<file path="src/rtl/x2050_pkg.sv">
// Shared definitions for the x2050 L-side adder input path: source encodings and stage states.
package x2050_pkg;

  typedef enum logic [2:0] {
    LX_ZERO   = 3'd0,
    LX_L      = 3'd1,
    LX_MSB    = 3'd2,
    LX_E      = 3'd3,
    LX_LHALF  = 3'd4,
    LX_LOR3   = 3'd5,
    LX_FOUR   = 3'd6,
    LX_TWOMSB = 3'd7
  } lx_t;

  typedef enum logic [1:0] {
    ST_IDLE = 2'd0,
    ST_PAR  = 2'd1,
    ST_SER  = 2'd2
  } state_t;

endpackage

</file>
<file path="src/rtl/x2050_ladsel.sv">
// Combinational left-input source selector; I/O mode remaps the two constant sources onto the I/O register.
module x2050_ladsel
  import x2050_pkg::*;
#(
  parameter int WIDTH = 32
) (
  input  logic             i_io_mode,
  input  logic [2:0]       i_lx,
  input  logic [3:0]       i_e,
  input  logic [WIDTH-1:0] i_l_reg,
  input  logic [1:0]       i_ioreg,
  output logic [WIDTH-1:0] o_src
);

  always_comb begin
    o_src = '0;
    case (lx_t'(i_lx))
      LX_ZERO:   o_src = '0;
      LX_L:      o_src = i_l_reg;
      LX_MSB:    o_src[WIDTH-1] = 1'b1;
      LX_E:      o_src[4:1] = i_e;
      LX_LHALF:  o_src[WIDTH-1:WIDTH/2] = i_l_reg[WIDTH/2-1:0];
      LX_LOR3: begin
        o_src      = i_l_reg;
        o_src[1:0] = 2'b11;
      end
      LX_FOUR: begin
        if (i_io_mode) o_src[1:0] = ~i_ioreg;
        else           o_src[2]   = 1'b1;
      end
      LX_TWOMSB: begin
        if (i_io_mode) o_src[1:0]             = i_ioreg;
        else           o_src[WIDTH-1:WIDTH-2] = 2'b11;
      end
      default:   o_src = '0;
    endcase
  end

endmodule

</file>
<file path="src/rtl/x2050_ladp.sv">
// L-side adder input stage: latches a selected operand on accept and delivers it whole or byte-serially.
// Handshake: a transfer happens on a cycle where valid & ready are both high; o_valid holds with stable data until taken.
module x2050_ladp
  import x2050_pkg::*;
#(
  parameter  int WIDTH = 32,
  localparam int LANES = WIDTH / 8,
  localparam int LW    = $clog2(LANES)
) (
  input  logic             i_clk,
  input  logic             i_reset,
  input  logic             i_valid,
  output logic             o_ready,
  input  logic             i_io_mode,
  input  logic [2:0]       i_lx,
  input  logic             i_tc,
  input  logic             i_serial,
  input  logic [3:0]       i_e,
  input  logic [WIDTH-1:0] i_l_reg,
  input  logic [1:0]       i_ioreg,
  output logic             o_valid,
  input  logic             i_ready,
  output logic [WIDTH-1:0] o_xin,
  output logic [WIDTH-1:0] o_xg,
  output logic [7:0]       o_byte,
  output logic [LW-1:0]    o_lane,
  output logic             o_last,
  output logic             o_cin,
  output logic             o_zero,
  output state_t           o_dbg_state
);

  state_t           r_state;
  state_t           w_next;
  logic [WIDTH-1:0] w_src;
  logic [WIDTH-1:0] r_xin;
  logic [WIDTH-1:0] w_xg;
  logic             r_tc;
  logic             r_zero;
  logic [LW-1:0]    r_lane;
  logic             w_accept;
  logic             w_fire;
  logic             w_lane_last;

  x2050_ladsel #(.WIDTH(WIDTH)) u_sel (
    .i_io_mode (i_io_mode),
    .i_lx      (i_lx),
    .i_e       (i_e),
    .i_l_reg   (i_l_reg),
    .i_ioreg   (i_ioreg),
    .o_src     (w_src)
  );

  assign w_accept    = i_valid & o_ready;
  assign w_fire      = o_valid & i_ready;
  assign w_lane_last = (r_lane == LW'(LANES - 1));

  always_ff @(posedge i_clk) begin
    if (i_reset) r_state <= ST_IDLE;
    else         r_state <= w_next;
  end

  // A new accept on the final beat overrides the return to idle.
  always_comb begin
    w_next = r_state;
    if (w_fire && o_last) w_next = ST_IDLE;
    if (w_accept)         w_next = i_serial ? ST_SER : ST_PAR;
  end

  always_comb begin
    o_valid = 1'b0;
    o_last  = 1'b0;
    o_cin   = 1'b0;
    case (r_state)
      ST_PAR: begin
        o_valid = 1'b1;
        o_last  = 1'b1;
        o_cin   = r_tc;
      end
      ST_SER: begin
        o_valid = 1'b1;
        o_last  = w_lane_last;
        o_cin   = r_tc & (r_lane == '0);
      end
      default: ;
    endcase
    o_ready = (r_state == ST_IDLE) | (o_valid & i_ready & o_last);
  end

  // r_tc resets to true so the gated operand reads zero out of reset.
  always_ff @(posedge i_clk) begin
    if (i_reset) begin
      r_xin  <= '0;
      r_tc   <= 1'b1;
      r_zero <= 1'b0;
      r_lane <= '0;
    end else if (w_accept) begin
      r_xin  <= w_src;
      r_tc   <= i_tc;
      r_zero <= (w_src == '0);
      r_lane <= '0;
    end else if (w_fire && !o_last) begin
      r_lane <= r_lane + 1'b1;
    end
  end

  assign w_xg = r_xin ^ {WIDTH{~r_tc}};

  always_comb begin
    o_byte = '0;
    for (int k = 0; k < LANES; k++) begin
      if (r_lane == LW'(k)) o_byte = w_xg[k*8 +: 8];
    end
  end

  assign o_xin       = r_xin;
  assign o_xg        = w_xg;
  assign o_lane      = r_lane;
  assign o_zero      = r_zero;
  assign o_dbg_state = r_state;

endmodule
</file>
<file path="config.mk">
export PLATFORM = sky130hd
export DESIGN_NAME = x2050_ladp
export DESIGN_NICKNAME = d
export VERILOG_FILES = /design/src/rtl/x2050_pkg.sv /design/src/rtl/x2050_ladsel.sv /design/src/rtl/x2050_ladp.sv
export SDC_FILE = /design/constraint.sdc
export NUM_CORES = 1
export LEC_CHECK = 0
export ABC_CLOCK_PERIOD_IN_PS = 1900
export BUFFER_PORTS_ARGS = -buffer_cell sky130_fd_sc_hd__buf_2
export CAP_MARGIN = 0
export CORE_MARGIN = 2
export CORE_UTILIZATION = 40
export DETAILED_ROUTE_END_ITERATION = 6
export GPL_TIMING_DRIVEN = 0
export PLACE_DENSITY = 0.74
export SYNTH_ARGS = -nofsm -noshare
export SYNTH_HDL_FRONTEND = slang
export SYNTH_SLANG_ARGS = --single-unit
</file>
<file path="constraint.sdc">
create_clock -name i_clk -period 1.9 [get_ports i_clk]
set_clock_uncertainty 0.15 [all_clocks]
set_input_delay 0.285 -clock i_clk [delete_from_list [all_inputs] [get_ports i_clk]]
set_output_delay 0.285 -clock i_clk [all_outputs]
set_load 0.01 [all_outputs]
</file>
==> results of run 1 <==
## layout make-up
type | instances | area (sq um) | area share, %
Inverter | 5 | 23.8 | 0.548
Multi-Input combinational cell | 281 | 2170 | 50.1
Clock inverter | 2 | 60.1 | 1.39
Buffer | 28 | 265 | 6.12
Clock buffer | 6 | 82.6 | 1.90
Sequential cell | 38 | 776 | 17.9
Tap cell | 77 | 96.3 | 2.22
Timing Repair Buffer | 149 | 861 | 19.9
## state kept, by name (all words and copies together), names as in the netlist
name	cells
o_zero	1
r_tc	1
o_dbg_state	2
o_xin	32
o_lane	2
## layer usage
layer	part of all wire [%]	track usage (%)	routed length, um	vias up
li1	-	-	-	1540
met2	46	45.5	5130	198
met3	8.0	5.11	882	23
met4	2.8	9.81	307	0
met1	43	38.9	4730	1507
met5	0	0	0	-
## power by group through the flow
| stage | logic [mW] | clock network [mW] | registers (mW) |
|---|---|---|---|
| floorplan | 0.497 | 0 | 0.895 |
| global placement | 0.831 | 0 | 0.887 |
| detailed placement | 0.837 | 0 | 0.888 |
| CTS | 0.992 | 0.851 | 0.868 |
| global route | 1.19 | 0.899 | 0.884 |
| finish | 1.11 | 0.865 | 0.880 |
## Yosys cell counts, types with 5 or more instances
cell	instances
clkbuf_1	13
nand3b_1	9
nor3_1	9
nand2_1	66
a22oi_1	10
nand3_1	15
nor2_1	25
a21oi_1	47
dfxtp_1	38
inv_1	5
xnor2_1	33
o21ai_0	10
ha_1	7
buf_2	10
## through the flow
| step | power [mW] | worst slack (ns) | area [sq um] |
|---|---|---|---|
| global route | 2.97 | -0.364 | 4340 |
| floorplan | 1.39 | 0.00780 | 2660 |
| finish | 2.86 | -0.298 | 4340 |
| detailed placement | 1.73 | -0.451 | 3400 |
| CTS | 2.71 | -0.274 | 3980 |
| global placement | 1.72 | -0.403 | 3400 |
## layout by cell type, fill, tap and decap left out, types with 12 or more instances in the layout
| cell type | count |
|---|---|
| a21oi_1 | 17 |
| nor2_1 | 20 |
| a21oi_2 | 30 |
| xnor2_1 | 26 |
| buf_6 | 12 |
| dfxtp_1 | 34 |
| nand3_1 | 13 |
| buf_2 | 133 |
| nand2_1 | 45 |
| buf_4 | 14 |
## worst max-delay path by stage
stage / depth (start not counted) / to / from / slack [ns]
detailed placement: 10 / o_byte[0] / o_lane[1] / -0.45
global route: 9 / o_byte[6] / o_lane[0] / -0.36
floorplan: 8 / o_dbg_state[0] / o_dbg_state[0] / 0.008
global placement: 10 / o_byte[0] / o_lane[1] / -0.40
finish: 9 / o_byte[6] / o_lane[0] / -0.30
CTS: 8 / o_byte[4] / o_lane[1] / -0.27
## repair_timing
action,CTS,global route
setup buffers,15,5
pin swaps,35,41
hold buffers,0,0
gates cloned,4,0
gates resized for setup,74,97
setup endpoints to repair,66,57
## worst register-to-register path: stages (launching register included)
cell and delay, ns:
dfxtp_4 0.38, buf_6 0.13, ha_4 0.16, a21o_1 0.21, nor2b_4 0.16, o21ai_4 0.23, buf_12 0.19, mux2_4 0.31
nor2_2 0.07
## cells by family after synthesis
logic type | after synthesis | synth area share (%)
adder cells (fa/ha/maj) | 7 | 3.38
AO/OA/AOI/OAI | 87 | 20.5
AND/OR/NAND/NOR | 151 | 28.1
XOR/XNOR | 33 | 11.1
flip-flops | 38 | 29.3
multiplexers | 3 | 1.21
buffers and inverters | 36 | 6.42
==> metrics.md, run 1 <==
| Metric | Value |
|---|---|
| Drt first pass iters | 5 |
| CTS Buf Count | 5 |
| Share of synthesized flip-flops with an asynchronous set or reset | 0% |
| Layout area overhead | 67.1% |
| Critical R2R Capture | o_dbg_state[0] |
| Fraction of layout cells with a size suffix above 1 | between 50% and 60% |
| Relative slew margins | a little under half |
| Via count of the first global-routing pass | 3114 |
| Post-route worst setup slack | -0.298 ns |
| Nature of the critical path startpoint | register |
| Hold Startpoint | i_tc |
| Switching power total | 0.964 mW |
| Floorplan core area | roughly 0.0063 sq mm |
| Library cell with the largest summed area after synthesis | dfxtp_1 |
| Floorplan row count | 29 |
| Int Power | 1.89 mW |
| TritonCTS clock tree | yes |
| Hold Path Stages | 3 |
| Type of destination of the critical path | primary output |
| Total buffers and inverters traversed by the critical path | 3 |
| EDFF count, synth | 0 |
| Count of final setup violators | 44 |
| Run status | complete, but fails checks |
| Worst hold endpoint | r_tc |
| Required @ worst endpoint | 1.46 ns |
| Number of diodes | 0 |
| Kind of cell adding the most delay to the critical path | flip-flops |
| Final clock period utilization by the worst path | 116% |
| Post-route core utilization | 68.7% |
| Total DRC errors in the routed layout | 0 |
| Floorplan die area | just over 0.007 sq mm |
| Post-Syn Nets | 410 |
| Total vias in the final route | approximately 3300 |
| Initial antenna violation count | 0 |
| Leftover overflow at the end of global routing | 0 |
| Gate Count Post-Synth | 355 |
| Worst hold slack | 0.0979 ns |
| Die X | 84.5 um |
| Number of levels in the clock H-tree | 2 |
| Most area-consuming cells after synthesis | dfxtp_1, xnor2_1, nand2_1, a21oi_1, nor2_1 |
| Setup repair after global routing missed its margin | true |
| Antenna violation net count after detailed routing | 0 |
| Distinct cell type count after synthesis | 46 |
| Hold Path Class | primary input to register |
| Maximum clock frequency | 455 MHz |
| Setup TNS | -5.39 ns |
| Synthesized area divided by synthesized cell count | roughly 7.3 sq um |
| Avg Vias per Cell | 5.58 |
| Initial Utilization | 41.1% |
| Final-report hold violation count | 0 |
| Data arrival time of the critical path | about 1.8 ns |
| Half-perimeter wire length after detailed placement | 7.60 mm |
| Total track usage | between 20 and 30% |
| R2R Setup Slk | -0.16 ns |
| Worst Path Class, Setup | register to primary output |
| Violated checks | setup timing |
| Clk pwr share | 30.3% |
| Synthesis warning total | 0 |
| First-iteration detailed-routing DRC count | approximately 190 |
| Slowest stage delay, CP | 0.38 ns |
| Synthesized flop and latch total | 38 |
| Area of the mapped netlist | 0.00259 sq mm |
| Final weighted congestion of routability-driven global placement | 0.928 |
| Inst Count DP | between 500 and 600 |
| Number of nets in the layout | about 560 |
| CTS max path bufs | 2 |
| Slew Viols, Final | 0 |
| FF-to-FF Start | o_lane[0] |
| Overall routed net length | ~11 mm |
| Maximum fanout count along the critical path | 8 |
| Buffers added on ports | 128 |
| Clk root buf | clkbuf_8 |
| Ports | 129 |
| Sequential Power Share | 30.8% |
| R2R depth | 8 |
| Number of fill cells | between 500 and 600 |
| Number of max-cap violations | 0 |
| Clock Sinks | 38 |
| Minimum clock period after layout | between 2 and 2.5 ns |
| Clock input transition at the sequential cells of the worst setup and hold paths | 0.08 ns |
| Largest net degree at the start of global routing | 13 |
| Non-filler instance count after layout | slightly below 600 |
| Clock latency reported for the late side of the worst-skew pair | 0.29 ns |
| Sequence of cells on the critical path | inv_4 -> ha_4 -> nor2b_4 -> buf_4 -> a22oi_2 -> nor2_1 -> a21oi_1 -> o21ai_2 -> buf_2 |
| Pwr Density | 659 mW/mm^2 |
| First-pass GRT wire length | approximately 16 mm |
| Worst-margin pin slew | between 0.8 and 0.9 ns |
| Worst vdd rail ir drop | 0.000480 V |
| Standby leakage power | 1.95 nW |
| Fraction of power spent switching nets | 33.7% |
| WL/cell | 18.8 um |
| Area share of the largest cell type after synthesis | 29.3% |
| Proportion of synthesized chip area in sequential cells | 29.3% |
| Flip-flop cell with the highest count after synthesis | dfxtp_1 |
| Vertical die dimension | 84.5 um |
| Slowest stage cell, crit path | dfxtp_4 |
| Part of the power in combinational logic | 38.9% |
Note: power is estimated with default switching activity, not from simulation.
==> run 2: changes to the inputs <==
--- a/config.mk
+++ b/config.mk
@@ -15,4 +15,5 @@
 export PLACE_DENSITY = 0.74
 export SYNTH_ARGS = -nofsm -noshare
 export SYNTH_HDL_FRONTEND = slang
+export SYNTH_HIERARCHICAL = 1
 export SYNTH_SLANG_ARGS = --single-unit
==> run 2 against run 1 <==
  * The run still ends with setup timing left
  * Synthesized area is 0.43% lower
  * Synthesized cell count is 6.5% lower
  * Count of clock-buffer cells in the layout stayed put
  * Routed wire length is 3.5% higher
  * Register-to-register slack better by 0.03 ns
  * Power is 10% higher
  * First-iteration DRC count is 17% lower
  * Clock power is 37% lower
  * Final area is 10% higher
  * Fmax is 1.2% higher
  * Highest routed layer unchanged
==> metrics.md, run 2 <==
| Metric | Value |
|---|---|
| WL/cell | roughly 20 um |
| Clk root buf | clkbuf_8 |
| Count of final setup violators | 47 |
| Relative slew margins | around half |
| Type of destination of the critical path | primary output |
| Area share of the largest cell type after synthesis | 29.5% |
| Distinct cell type count after synthesis | 41 |
| CTS Buf Count | 5 |
| Share of synthesized flip-flops with an asynchronous set or reset | 0% |
| Commonest cells post-synth | nand2_1, dfxtp_1, a21oi_1 |
| Parity-gate share of the synthesized area counting xor and xnor cells | 11.2% |
| Ports | 129 |
| Total vias in the final route | ~3300 |
| Flip-flop cell with the highest count after synthesis | dfxtp_1 |
| Area of the mapped netlist | between 0.002 and 0.003 sq mm |
| Commonest cells after routing, fill and taps aside | buf_2, nand2_1, dfxtp_1 |
| Synthesized flop and latch total | 38 |
| Synth Area in Simple Gates | 26.5% |
| TritonCTS clock tree | yes |
| Gate Count Post-Synth | 332 |
| Layout area overhead | 84.7% |
| Met2 layer usage reported by global route | a little over two fifths |
| Hold Path Class | primary input to register |
| Worst-margin pin slew | 0.722 ns |
| Vertical die dimension | 84.4 um |
| Initial antenna violation count | 0 |
| Post-route core utilization | 75.5% |
| Number of max-cap violations | 0 |
| First-pass GRT wire length | about 14 mm |
| Maximum clock frequency | 460 MHz |
| Clock Sinks | 38 |
| Avg Vias per Cell | approximately 5.7 |
| Pwr Density | between 600 and 700 mW/mm^2 |
| Run status | complete, but fails checks |
| Proportion of synthesized chip area in sequential cells | 29.5% |
| Final clock period utilization by the worst path | 114% |
| Floorplan core area | 0.00631 sq mm |
| Violated checks | setup timing |
| Leftover overflow at the end of global routing | 0 |
| Final weighted congestion of routability-driven global placement | 0.954 |
| Number of levels in the clock H-tree | 2 |
| Die X | 84.4 um |
| Worst vdd rail ir drop | 0.000435 V |
| Buffers added on ports | 127 |
| Synthesized area divided by synthesized cell count | 7.78 sq um |
| Met1 Use GR | 32.2% |
| Number of diodes | 0 |
| CTS max path bufs | 2 |
| Global routing usage on met3 | 2.75% |
| Arithmetic-cell share of the synthesized area counting full adders, half adders and majority gates | approximately 3.4% |
| GR peak layer | met2 |
| Via count of the first global-routing pass | around 2800 |
| Half-perimeter wire length after detailed placement | 7.20 mm |
| Total track usage | 24.9% |
| Floorplan row count | 29 |
| Post-Syn Nets | 387 |
| Standby leakage power | 2.33 nW |
| Post-synthesis mux area share | 1.21% |
| Final-report hold violation count | 0 |
| Number of nets in the layout | 551 |
| Fraction of layout cells with a size suffix above 1 | 64.4% |
| Fraction of the mapped netlist area in compound gates | a little over a fifth |
| Setup repair after global routing missed its margin | true |
| Synthesis warning total | 6 |
| EDFF count, synth | 0 |
| Post-route worst setup slack | -0.273 ns |
| Overall routed net length | 11.4 mm |
| Library cell with the largest summed area after synthesis | dfxtp_1 |
| Top-count cell post-synth | nand2_1 |
| Most area-consuming cells after synthesis | dfxtp_1, nand2_1, xnor2_1, a21oi_1, a22o_1 |
| Worst hold slack | ~0.094 ns |
| Clock latency reported for the late side of the worst-skew pair | ~0.30 ns |
| Maximum fanout count along the critical path | 10 |
| Most common cell after layout, fill and taps aside | buf_2 |
| Minimum clock period after layout | about 2.2 ns |
| Data arrival time of the critical path | 1.74 ns |
| Required @ worst endpoint | 1.46 ns |
| Antenna violation net count after detailed routing | 0 |
| Floorplan die area | 0.00711 sq mm |
| Max reg flops | 32 |
| Total DRC errors in the routed layout | 0 |
| Worst Path Class, Setup | register to primary output |
| Hold-fix buffers, CTS | 0 |
| Drt first pass iters | 4 |
| Slew Viols, Final | 0 |
| Total power draw | 3.15 mW |
| Clock input transition at the sequential cells of the worst setup and hold paths | 0.07 ns |
| First-iteration detailed-routing DRC count | around 150 |
| Initial Utilization | 40.9% |
| Number of fill cells | 396 |
| Combinational family with the most area after synthesis | simple AND/OR/NAND/NOR gates |
| Largest net degree at the start of global routing | 13 |
| Nature of the critical path startpoint | register |
## run 2: changes by cell type after synthesis, moves of 8 or more
cell | previous run | this run
nor2_1 | 25 | 5
a22o_1 | 0 | 14
nand3_1 | 15 | 2
nand2_1 | 66 | 78
and2_1 | 1 | 12
nor2b_1 | 4 | 15
a21oi_1 | 47 | 37
a221oi_1 | 0 | 9
a22oi_1 | 10 | 1
nor3_1 | 9 | 1
o31ai_1 | 1 | 9
## run 2: layout make-up
cell class / instances / area (sq um) / share of cell area, %
buffer: 22 / 277 / 5.80
clock buffer: 6 / 72.6 / 1.52
clock inverter: 2 / 13.8 / 0.289
inverter: 4 / 20.0 / 0.420
multi-input combinational: 265 / 2540 / 53.3
sequential: 38 / 771 / 16.2
tap: 77 / 96.3 / 2.02
timing repair buffer: 160 / 977 / 20.5
## run 2: power by group
group / internal, mW / leakage [nW] / switching (mW) / total [mW]
Combinational: 0.804 / 1.97 / 0.899 / 1.70
Sequential: 0.837 / 0.311 / 0.0569 / 0.894
Clock: 0.259 / 0.0452 / 0.290 / 0.549
## run 2: per-layer routing
metal  vias up  wire, um
met5         -         0
met4         0       458
met3        34       702
met2       154      5900
met1      1586      4360
li1       1478         -
## run 2: critical path, stage by stage (launching register included)
cell and delay (ns):
dfxtp_1 0.31, buf_6 0.15, buf_8 0.17, xnor2_1 0.27, nor2b_1 0.15, o31ai_4 0.23
buf_2 0.16
## run 2: metrics by stage
step | setup TNS (ns) | instances | setup slack (ns) | cell area (sq um)
2_1_floorplan | -0.162 | 332 | -0.162 | 2640
3_3_place_gp | -3.23 | 536 | -0.432 | 3370
3_5_place_dp | -4.35 | 536 | -0.457 | 3370
6_report | -5.64 | 574 | -0.273 | 4770
5_1_grt | -7.74 | 574 | -0.298 | 4770
4_1_cts | -2.06 | 555 | -0.268 | 3910
## run 2: cell families after synthesis
family / Yosys count
simple gates: 137
fa+ha+maj: 7
flops: 38
buf+inv: 31
mux: 3
xor+xnor: 33
compound gates: 83
## run 2: timing repair
action / 4_1_cts / 5_1_grt
setup endpoints to repair: 52 / 52
hold endpoints to repair: 0 / 0
gates resized for setup: 77 / 154
setup buffers: 14 / 12
gates cloned: 0 / 9
pin swaps: 13 / 49
## run 2: worst paths after layout
check / slack (ns) / startpoint / cells after the start / endpoint
worst min register to register: 0.37 / o_zero / 2 / o_zero
worst min-delay path: 0.09 / i_tc / 3 / r_tc
worst max-delay path: -0.27 / r_tc / 6 / o_byte[0]
worst max register to register: -0.13 / o_lane[1] / 9 / o_xin[1]
